[src/rtl/fft_out_serializer.sv]
// Captures one 8-point complex FFT frame per transfer and streams it one sample per beat over valid/ready.
// Define FFT_OUT_DBUF_EN to add a one-frame shadow buffer for gapless back-to-back frames.
module fft_out_serializer #(
    parameter int N = 3
) (
    input  logic                     clk,
    input  logic                     rst,
    input  logic signed [2**N-1:0]   in_0_r,
    input  logic signed [2**N-1:0]   in_1_r,
    input  logic signed [2**N-1:0]   in_2_r,
    input  logic signed [2**N-1:0]   in_3_r,
    input  logic signed [2**N-1:0]   in_4_r,
    input  logic signed [2**N-1:0]   in_5_r,
    input  logic signed [2**N-1:0]   in_6_r,
    input  logic signed [2**N-1:0]   in_7_r,
    input  logic signed [2**N-1:0]   in_0_i,
    input  logic signed [2**N-1:0]   in_1_i,
    input  logic signed [2**N-1:0]   in_2_i,
    input  logic signed [2**N-1:0]   in_3_i,
    input  logic signed [2**N-1:0]   in_4_i,
    input  logic signed [2**N-1:0]   in_5_i,
    input  logic signed [2**N-1:0]   in_6_i,
    input  logic signed [2**N-1:0]   in_7_i,
    input  logic                     in_valid,
    output logic                     in_ready,
    output logic signed [2**N-1:0]   out_r,
    output logic signed [2**N-1:0]   out_i,
    output logic        [2:0]        out_idx,
    output logic                     out_last,
    output logic                     out_valid,
    input  logic                     out_ready,
    output logic                     drop
);
    localparam int W = 2**N;

    typedef enum logic {IDLE, SEND} state_t;

    state_t              state, state_d;
    logic [2:0]          idx, idx_d;
    logic                cap, acc, load_main;
    logic signed [W-1:0] in_r [8];
    logic signed [W-1:0] in_i [8];
    logic signed [W-1:0] frm_r_p1 [8];
    logic signed [W-1:0] frm_i_p1 [8];

    assign in_r[0] = in_0_r;  assign in_i[0] = in_0_i;
    assign in_r[1] = in_1_r;  assign in_i[1] = in_1_i;
    assign in_r[2] = in_2_r;  assign in_i[2] = in_2_i;
    assign in_r[3] = in_3_r;  assign in_i[3] = in_3_i;
    assign in_r[4] = in_4_r;  assign in_i[4] = in_4_i;
    assign in_r[5] = in_5_r;  assign in_i[5] = in_5_i;
    assign in_r[6] = in_6_r;  assign in_i[6] = in_6_i;
    assign in_r[7] = in_7_r;  assign in_i[7] = in_7_i;

    assign cap = in_valid & in_ready;
    assign acc = out_valid & out_ready;

`ifdef FFT_OUT_DBUF_EN
    logic signed [W-1:0] shd_r_p1 [8];
    logic signed [W-1:0] shd_i_p1 [8];
    logic                shd_full, shd_full_d, load_shd, move_shd;

    assign in_ready = rst & ~shd_full;
`else
    assign in_ready = rst & (state == IDLE);
`endif

    always_comb begin
        state_d   = state;
        idx_d     = idx;
        load_main = 1'b0;
`ifdef FFT_OUT_DBUF_EN
        load_shd   = 1'b0;
        move_shd   = 1'b0;
        shd_full_d = shd_full;
`endif
        case (state)
            IDLE: begin
                if (cap) begin
                    state_d   = SEND;
                    idx_d     = 3'd0;
                    load_main = 1'b1;
                end
            end
            SEND: begin
`ifdef FFT_OUT_DBUF_EN
                // On the final beat the next frame comes from the shadow first, else straight from the input.
                if (acc && idx == 3'd7) begin
                    idx_d = 3'd0;
                    if (shd_full) begin
                        move_shd   = 1'b1;
                        shd_full_d = 1'b0;
                    end else if (cap) begin
                        load_main = 1'b1;
                    end else begin
                        state_d = IDLE;
                    end
                end else begin
                    if (acc) idx_d = idx + 3'd1;
                    if (cap) begin
                        load_shd   = 1'b1;
                        shd_full_d = 1'b1;
                    end
                end
`else
                if (acc) begin
                    if (idx == 3'd7) begin
                        state_d = IDLE;
                        idx_d   = 3'd0;
                    end else begin
                        idx_d = idx + 3'd1;
                    end
                end
`endif
            end
            default: begin
                state_d = IDLE;
                idx_d   = 3'd0;
            end
        endcase
    end

    always_ff @(posedge clk) begin
        if (!rst) begin
            state <= IDLE;
            idx   <= 3'd0;
            drop  <= 1'b0;
`ifdef FFT_OUT_DBUF_EN
            shd_full <= 1'b0;
`endif
        end else begin
            state <= state_d;
            idx   <= idx_d;
            drop  <= drop | (in_valid & ~in_ready);
`ifdef FFT_OUT_DBUF_EN
            shd_full <= shd_full_d;
`endif
        end
    end

    // Stage p1: frame buffer(s), bit-exact copies of the input buses
    always_ff @(posedge clk) begin
        if (!rst) begin
            for (int k = 0; k < 8; k++) begin
                frm_r_p1[k] <= '0;
                frm_i_p1[k] <= '0;
            end
        end else if (load_main) begin
            for (int k = 0; k < 8; k++) begin
                frm_r_p1[k] <= in_r[k];
                frm_i_p1[k] <= in_i[k];
            end
`ifdef FFT_OUT_DBUF_EN
        end else if (move_shd) begin
            for (int k = 0; k < 8; k++) begin
                frm_r_p1[k] <= shd_r_p1[k];
                frm_i_p1[k] <= shd_i_p1[k];
            end
`endif
        end
    end

`ifdef FFT_OUT_DBUF_EN
    always_ff @(posedge clk) begin
        if (!rst) begin
            for (int k = 0; k < 8; k++) begin
                shd_r_p1[k] <= '0;
                shd_i_p1[k] <= '0;
            end
        end else if (load_shd) begin
            for (int k = 0; k < 8; k++) begin
                shd_r_p1[k] <= in_r[k];
                shd_i_p1[k] <= in_i[k];
            end
        end
    end
`endif

    assign out_valid = (state == SEND);
    assign out_r     = frm_r_p1[idx];
    assign out_i     = frm_i_p1[idx];
    assign out_idx   = idx;
    assign out_last  = (idx == 3'd7);

endmodule

[config.mk]
export PLATFORM = sky130hd
export DESIGN_NAME = fft_out_serializer
export DESIGN_NICKNAME = d
export VERILOG_FILES = /design/src/rtl/fft_out_serializer.sv
export SDC_FILE = /design/constraint.sdc
export NUM_CORES = 1
export LEC_CHECK = 0
export ABC_AREA = 1
export BUFFER_PORTS_ARGS = -buffer_cell sky130_fd_sc_hd__buf_2
export CORE_UTILIZATION = 49
export CTS_CLUSTER_DIAMETER = 30
export DETAILED_ROUTE_END_ITERATION = 8
export PLACE_DENSITY = 0.83
export SLEW_MARGIN = 40
export SYNTH_ARGS = -nofsm -noshare
export SYNTH_HDL_FRONTEND = slang
export SYNTH_SLANG_ARGS = --single-unit
[constraint.sdc]
create_clock -name clk -period 4.1 [get_ports clk]
set_clock_uncertainty 0.2 [all_clocks]
set_input_delay 0.41 -clock clk [delete_from_list [all_inputs] [get_ports clk]]
set_output_delay 0.41 -clock clk [all_outputs]
set_load 0.02 [all_outputs]
## Word-level counts from Yosys, hierarchy flattened

Memory sizes are Yosys's and may differ from the RTL's. A register that Yosys moved wholly into a read port is not among the register bits.
Index checks and enable logic that the tools add are counted.

- Bits in registers: 5
- Memory bits (writable): 128
- Bits of input ports: 132
- Output and inout port bits: 23
- Word-level logic and storage cells: 66
- Memories kept: 2

Memory list:

| memory | depth | bits a word | read ports | clocked after memory_dff | wr ports | line | source |
|---|---|---|---|---|---|---|---|
| frm_i_p1 | 8 | 8 | 1 | 1 | 8 | 44 | `logic signed [W-1:0] frm_i_p1 [8];` |
| frm_r_p1 | 8 | 8 | 1 | 1 | 8 | 43 | `logic signed [W-1:0] frm_r_p1 [8];` |

- Add/sub/neg operators: 1
- Eq/ne operators: 3
- Muxes and demuxes: 33
- Bitwise gates (word level): 23
- Reduce and logical (&&, ||, !) cells: 1

Operators by type and width:

| cell | count |
|---|---|
| 2-to-1 mux 8 bit | 16 |
| 2-to-1 mux 3 bit | 7 |
| bitwise OR 1 bit | 17 |
| 2-to-1 mux 1 bit | 8 |
| one-hot mux 3 bit (2 select lines) | 1 |
| AND 1 bit | 4 |
| adder 3 x 1 -> 3 bit (second input constant) | 1 |
| == test 3 bit (second input constant) | 1 |
| inequality test 2 x 1 -> 1 bit (second input constant) | 1 |
| inequality test 2 bit (second input constant) | 1 |
| NOT 1 bit | 2 |
| one-hot mux 1 bit (2 select lines) | 1 |
| AND reduction 2 bit | 1 |

## Depth between registers and ports, before layout

Gate-level depths: netlist of run 1.

- Depth in word-level cells: 9
- Depth in mapped cells: 8
- Mapped depth without buffers: 7

## Worst setup path before layout of run 1

Ideal clock, no wire load.

- Path kind: flip-flop to flip-flop
- Start point: reg state, in the netlist out_valid
- End point: mem frm_i_p1[0][0] (netlist name) (enable)
- Setup time: 1.122 ns
- Arrival time: 3.063 ns
- Data required time: 2.778 ns
- Setup slack: -0.286 ns
- Stages on the path, launching flop included: 7
- Path buffers: 3
- Period minus slack after synthesis: 4.386 ns
- Cell sequence: dfxtp_1 > buf_4 > inv_2 > nand3_2 > buf_6 > buf_6 > nand2_1

RTL lines:

| what | line | source |
|---|---|---|
| start, declared | 38 | `state_t state, state_d;` |
| start signal, assigned | 132 | `state <= state_d;` |
| end, declared | 44 |  |

==> results.md, run 1 <==
- Peak supply drop: 0.000250 V
- Core region area: 0.0139 mm²
- Share of cells above drive strength 1: a little under a fifth
- Slowest-stage cell, CP: inv_2
- Final design area excluding fillers: about 0.0083 mm²
- Synth Register Bits: roughly 140
- Mapped Avg Cell Area: 8.11 µm²
- Clk buf depth: 2
- Final ANT Viol Nets: 0
- Via count: about 5400
- Synthesis Warnings: 0
- Top cell type's share of synthesized area: a little over half
- Critical-path cell list: buf_4 -> inv_2 -> nand3_1 -> nand2_1 -> nand2_1 -> nand2_1 -> buf_2
- Die height: 122 µm
- DP Area: 0.00778 mm²
- Power Dens Cells: between 400 and 500 mW/mm²
- Setup_tns: 0 ns
- Root buffer cell: clkbuf_16
- Via density: 4.50
- Post_cts resized: 0
- Leakage Power: about 0.0047 µW
- Max-cap violations: 0
- Core Rows: 43
- Maximum clock frequency: between 300 and 400 MHz
- CTS Hold Buffers Added: 0
- Tot GR Track Use: between 20% and 30%
- Max incr delay on CP: roughly 0.57 ns
- Chip width: 122 µm
- Top cells by area, synth: edfxtp_1 55%, inv_1 14%, nand2_1 13%
- Net count after synthesis: about 1000
- Die ar.: between 0.01 and 0.015 mm²
- Vias in the first global route: 5256
- Sequential fraction of the synthesis area: 57.2%
- Unique masters post-synth: 17
- Period minus WS final: 2.77 ns
- WP buf/inv: 3
- Setup Buffers After CTS: 0
- WL final: about 15000 µm
- Worst Hold Class: primary input to flip-flop
- RePlAce Congestion: around 0.77
- Iter 0 DRT Violations: 348
- Mapped Area: ~0.007 mm²
- Worst slew pin tran: between 0.7 and 0.8 ns
- Antenna violations before repair: 0
- # setup viols final: 0
- Post-synth top area cell: edfxtp_1
- Hold wc startpoint: in_6_r[1]
- Synthesis-to-finish area growth: 19.0%
- RSZ-0062 raised after global routing: no
- Hpwl dp: 9500 µm
- Clock sink total: about 140
- Clock latency on the worst-skew pair: slightly above 0.4 ns
- First-pass GRT wire length: between 20000 and 25000 µm
- CTS tree: yes
- CP top delay family: buffers and inverters
- Fin. max-slew vios: 0
- Worst Setup Path Type: flip-flop to output pin
- Htree depth: 4
- Post-Syn Instances: between 800 and 900
- Arrival @ worst endpoint: between 2 and 2.5 ns
- Ports: 155
- Slew margin rel.: 51.2%
- Layout Nets: approximately 1100
- Setup crit end kind: output pin
- Worst-path maximum fanout: 33
- Total CTS buffers: 17
- # port buffers: between 150 and 200
- Starting density of the core: approximately 50%
- Final Hold Viols: 0
- Fin util: between 50% and 60%
- First-pass DRT Iterations: 5
- DRC: 0
- Critical path required time: 3.49 ns
- Clock-pin slew on the worst setup and hold paths: ~0.050 ns
- Final worst-path cycle share: 67.6%
- Pin count of the biggest net entering global routing: 80
- Crit path launch type: flip-flop
- Reg2reg start: out_valid
- Outcome: complete, no violations
- Antenna cells: 0
- Most numerous cell on the critical path: nand2_1
- Avg WL per Cell: ~12 µm
- Grt total ovfl: 0
-- report_power, final --
part	internal, µW	switching (µW)
registers	1640	31.7
clock network	894	517
logic	196	399
-- worst register-to-register path, cell delays in order (launching register included) --
cell,delay (ns)
dfxtp_1,0.40
inv_2,0.12
nand3_4,0.38
nand2_8,0.68
buf_12,0.33
-- synthesized netlist by cell type --
master      n
a22oi_1     1
nand3_1    65
nand3b_1    1
o21ai_0     2
nand2_2     1
inv_1     260
nor2_1    104
dfxtp_1     8
buf_6      13
nand2_1   248
edfxtp_1  128
nand3_2     1
a21oi_1     1
inv_2       2
buf_2      18
buf_4       8
ha_1        2
-- placed cells by master, fill, tap and decap left out, types with 2 or more instances in the layout --
| cell type | n |
|---|---|
| dfxtp_1 | 7 |
| clkbuf_8 | 4 |
| buf_2 | 154 |
| clkbuf_16 | 17 |
| inv_1 | 259 |
| nand2_1 | 247 |
| clkinv_2 | 2 |
| ha_1 | 2 |
| nand3_1 | 65 |
| o21ai_0 | 2 |
| buf_4 | 4 |
| nor2_1 | 104 |
| inv_2 | 2 |
| clkbuf_1 | 7 |
| edfxtp_1 | 128 |
-- worst paths after layout --
check / to / slack (ns) / depth (start not counted)
min reg2reg: drop / 0.28 / 2
max: out_i[6] / 1.33 / 7
max reg2reg: frm_i_p1[1][7] / 1.65 / 4
min: frm_r_p1[6][1] / 0.05 / 3
-- sequential cells by signal, summed over array words and instances (netlist names), named ones only --
signal	flops
out_valid	1
frm_r_p1	64
out_idx	3
frm_i_p1	64
drop	1
-- cell type report --
type	count	area [µm²]
Fill cell	1233	5610
Sequential cell	136	4010
Multi-Input combinational cell	426	1740
Timing Repair Buffer	159	821
Tap cell	180	225
Clock buffer	28	507
Inverter	262	986
Clock inverter	4	43.8
-- per-stage QoR --
stage               power (µW)  cells  worst slack [ns]  hold WS [ns]
floorplan                 2120    863              1.02         0.355
global placement          2280   1162              1.14         0.252
detailed placement        2300   1163             0.957         0.266
CTS                       3710   1195              1.29        0.0308
global route              3850   1195              1.20        0.0502
finish                    3680   1195              1.33        0.0498
-- metal layers --
layer	routed length [µm]	global-route usage, %	part of all wire, %
met1	6060	24.9	41
met2	7370	37.9	50
met3	853	4.07	5.8
met4	346	11.0	2.4
met5	0	0	0
-- logic make-up (layout without fill, tap and decap cells) --
logic type | count (synthesis) | after routing | share of synthesized area [%]
DFF | 136 | 136 | 57.2
buffers and inverters | 301 | 453 | 18.3
and+or+nand+nor | 420 | 420 | 23.9
adders and majority gates | 2 | 2 | 0.357
AOI/OAI and AO/OA | 4 | 4 | 0.322
Note: power is estimated with default switching activity, not from simulation.
==> run 2, diff against run 1 <==
ABC_AREA = 0   (was 1)
CORE_UTILIZATION = 48   (was 49)
clock period = 2.4 ns   (was 4.1 ns; I/O delays follow)
==> run 2 against run 1 <==
Against the previous run: the run now ends with setup timing left; synthesized cell count is 58% lower; sequential power is 68% higher; cell count is 31% lower; sequential share of layout area is 3.9 points lower; non-clock buffer count is 137 higher; largest cell class unchanged.
==> results.md, run 2 <==
- Worst Hold Class: primary input to flip-flop (unchanged)
- Unique masters post-synth: 26 (was 17)
- Mapped Area: 0.00611 mm² (was 0.00700 mm²)
- Worst reg2reg path depth: 3 (was 4)
- Outcome: finished, violations left (was complete, no violations)
- Ports: 155 (unchanged)
- Share of cells above drive strength 1: 36.6% (was 18.7%)
- # setup viols final: 11 (was 0)
- Total power: 6520 µW (was 3680 µW)
- Post-synth top area cell: edfxtp_1 (unchanged)
- Most frequent cells in the layout: 149 x buf_2, 128 x edfxtp_1, 127 x dlygate4sd3_1 (was 259 x inv_1, 247 x nand2_1, 154 x buf_2)
- Power Dens Cells: 719 mW/mm² (was 442 mW/mm²)
- Final ANT Viol Nets: 0 (unchanged)
- Fin util: 74.3% (was 59.8%)
- Clock sink total: 136 (unchanged)
- Asr flop ratio synth: 0% (unchanged)
- Top cells by area, synth: edfxtp_1 63%, mux4_1 12%, and3_1 9.8% (was edfxtp_1 55%, inv_1 14%, nand2_1 13%)
- Hold path cells: 2 (was 3)
- Top cell type's share of synthesized area: 62.9% (was 54.9%)
- Sequential fraction of the synthesis area: 65.5% (was 57.2%)
- Synth Register Bits: 136 (unchanged)
- Most used DFF post-synth: edfxtp_1 (unchanged)
- Antenna violations before repair: 1 (was 0)
- Iter 0 DRT Violations: 385 (was 348)
- Peak supply drop: 0.000507 V (was 0.000250 V)
- Final Hold Viols: 0 (unchanged)
- Critical path required time: 1.96 ns (was 3.49 ns)
- Worst Setup Slack, final: -0.0497 ns (was 1.33 ns)
- Hpwl dp: 9000 µm (was 9500 µm)
- # port buffers: 154 (unchanged)
- Grt total ovfl: 0 (unchanged)
- Chip width: 115 µm (was 122 µm)
- Via density: 5.28 (was 4.50)
- Storage element area: 0.00401 mm² (about the same)
- WL final: 15800 µm (was 14600 µm)
- Leakage Power: 0.00399 µW (was 0.00468 µW)
- Net count after synthesis: 500 (was 997)
- Clock latency on the worst-skew pair: 0.41 ns (about the same)
- Die height: 115 µm (was 122 µm)
- RSZ-0062 raised after global routing: yes (was no)
- Mapped Avg Cell Area: 16.7 µm² (was 8.11 µm²)
- Pin count of the biggest net entering global routing: 63 (was 80)
- Final design area excluding fillers: 0.00907 mm² (was 0.00833 mm²)
- Period minus WS final: about 2.4 ns
- P_int: 5150 µW (was 2730 µW)
- Total CTS buffers: 17 (unchanged)
- Slew margin rel.: 69.7% (was 51.2%)
- Final worst-path cycle share: 102%
- Most frequent cell after synthesis: edfxtp_1 (was inv_1)
- Die ar.: 0.0132 mm² (was 0.0148 mm²)
- Tot GR Track Use: 24.8% (was 21.5%)
- Synthesis Warnings: 0 (unchanged)
- Leading cell type in the layout, fill and taps excluded: buf_2 (was inv_1)
- Worst Setup Path Type: flip-flop to output pin (unchanged)
- Worst slew pin tran: 0.455 ns (was 0.732 ns)
- Setup crit end kind: output pin (unchanged)
- Antenna cells: 0 (unchanged)
- Most common library cells after synthesis: 128 x edfxtp_1, 96 x and3_1, 32 x and2_1 (was 260 x inv_1, 248 x nand2_1, 128 x edfxtp_1)
- Maximum clock frequency: slightly above 400 MHz
- First-pass GRT wire length: 23700 µm (about the same)
- Fin. max-slew vios: 0 (unchanged)
- Failing checks: setup timing
- DP Area: 0.00710 mm² (was 0.00778 mm²)
- Arrival @ worst endpoint: 2.01 ns (was 2.16 ns)
- Crit path launch type: flip-flop (unchanged)
- First-pass DRT Iterations: 5 (unchanged)
- Synthesis-to-finish area growth: 48.3% (was 19.0%)
- Htree depth: 4 (unchanged)
- Avg WL per Cell: 19.1 µm (was 12.2 µm)
- RePlAce Congestion: 0.817 (was 0.767)
- Comb power frac: 11.0% (was 16.2%)
- Net Sw Power: 1380 µW (was 947 µW)
- Post-Syn Instances: 366 (was 863)
- Worst-path maximum fanout: 9 (was 33)
- Root buffer cell: clkbuf_16 (unchanged)
- CTS tree: yes (unchanged)
- Starting density of the core: 50.1% (was 50.2%)
- Via count: 4365 (was 5382)
- Clk buf depth: 2 (unchanged)
- Fill cells: 757 (was 1233)
- Area of the multi-input gates: 0.00190 mm² (was 0.00174 mm²)
- Part of the power in registers: 43.4% (was 45.5%)
- Setup WS pre-CTS: 0.240 ns (was 0.957 ns)
- Switching part of the total: 21.1% (was 25.7%)
- DRC: 0 (unchanged)
- Layout Nets: 780 (was 1136)
- EDFF count, synth: 128 (unchanged)
- Clk pwr share: 45.6% (was 38.3%)
- Clock-pin slew on the worst setup and hold paths: 0.06 ns (was 0.05 ns)
- Vias in the first global route: 4501 (was 5256)
- Setup_tns: -0.263 ns (was 0 ns)
- Core Rows: 40 (was 43)
- Max-cap violations: 0 (unchanged)
- Core region area: 0.0122 mm² (was 0.0139 mm²)
- Flop2flop setup slack: 0.65 ns (was 1.65 ns)
-- run 2: cell count changes in the layout (fill, tap and decap cells not counted), moves of 6 or more --
cell | before | now
nand2_1 | 247 | 2
mux2_2 | 0 | 13
and3_1 | 0 | 96
nor2_1 | 104 | 0
and2_1 | 0 | 32
nand3_1 | 65 | 1
mux4_2 | 0 | 22
inv_1 | 259 | 0
mux4_1 | 0 | 10
dlygate4sd3_1 | 0 | 127
clkbuf_1 | 7 | 1
-- run 2: repair_timing --
action,4_1_cts,5_1_grt
gates resized for setup,18,17
endpoints found under the setup margin,16,16
hold buffers,127,0
endpoints found under the hold margin,127,0
cloned,1,0
buffers inserted,1,0
-- run 2: layout make-up --
class	count	share of cell area (%)
multi-input combinational	195	20.9
sequential	136	44.2
clock inverter	14	2.73
timing repair buffer	296	25.1
tap	168	2.32
clock buffer	18	4.73
-- run 2: per-layer routing --
layer	up-vias	part of all wire [%]	track usage, %
li1	2009	-	-
met5	-	0	0
met1	2143	42	31.2
met2	184	51	42.2
met3	29	4.9	4.74
met4	0	2.4	10.3
-- run 2: final timing paths --
check / startpoint / end
setup / recovery: flip-flop / out_i[5]
hold / removal: in_5_r[6] / frm_r_p1[5][6]
setup reg to reg: out_valid / frm_i_p1[7][3]
hold reg to reg: drop / drop
-- run 2: worst max-delay path, cell delays in order, from the launching register on --
cell and delay (ns):
dfxtp_4 0.43, buf_12 0.17, mux4_1 0.55, mux2_2 0.28, buf_2 0.16
-- run 2: logic make-up (layout without fill, tap and decap cells) --
logic type	count (synthesis)	count (layout)	share of synthesized area (%)
mux	49	49	16.6
buf+inv	35	328	2.68
fa+ha+maj	2	2	0.409
compound gates	6	6	0.655
simple gates	138	138	14.2
flops	136	136	65.5
-- run 2: power groups by stage --
stage	logic, µW	registers, µW	clock network, µW
after global routing	762	2840	3100
final	715	2830	2980
after floorplan	302	2850	0
after detailed placement	514	2870	0
after CTS	694	2830	2990
after global placement	500	2860	0
-- run 2: per-stage QoR --
| stage | instances | hold slack [ns] |
|---|---|---|
| 4_1_cts | 827 | 0.00332 |
| 3_3_place_gp | 666 | 0.276 |
| 2_1_floorplan | 366 | 0.151 |
| 5_1_grt | 827 | 0.0403 |
| 3_5_place_dp | 666 | 0.301 |
| 6_report | 827 | 0.0424 |
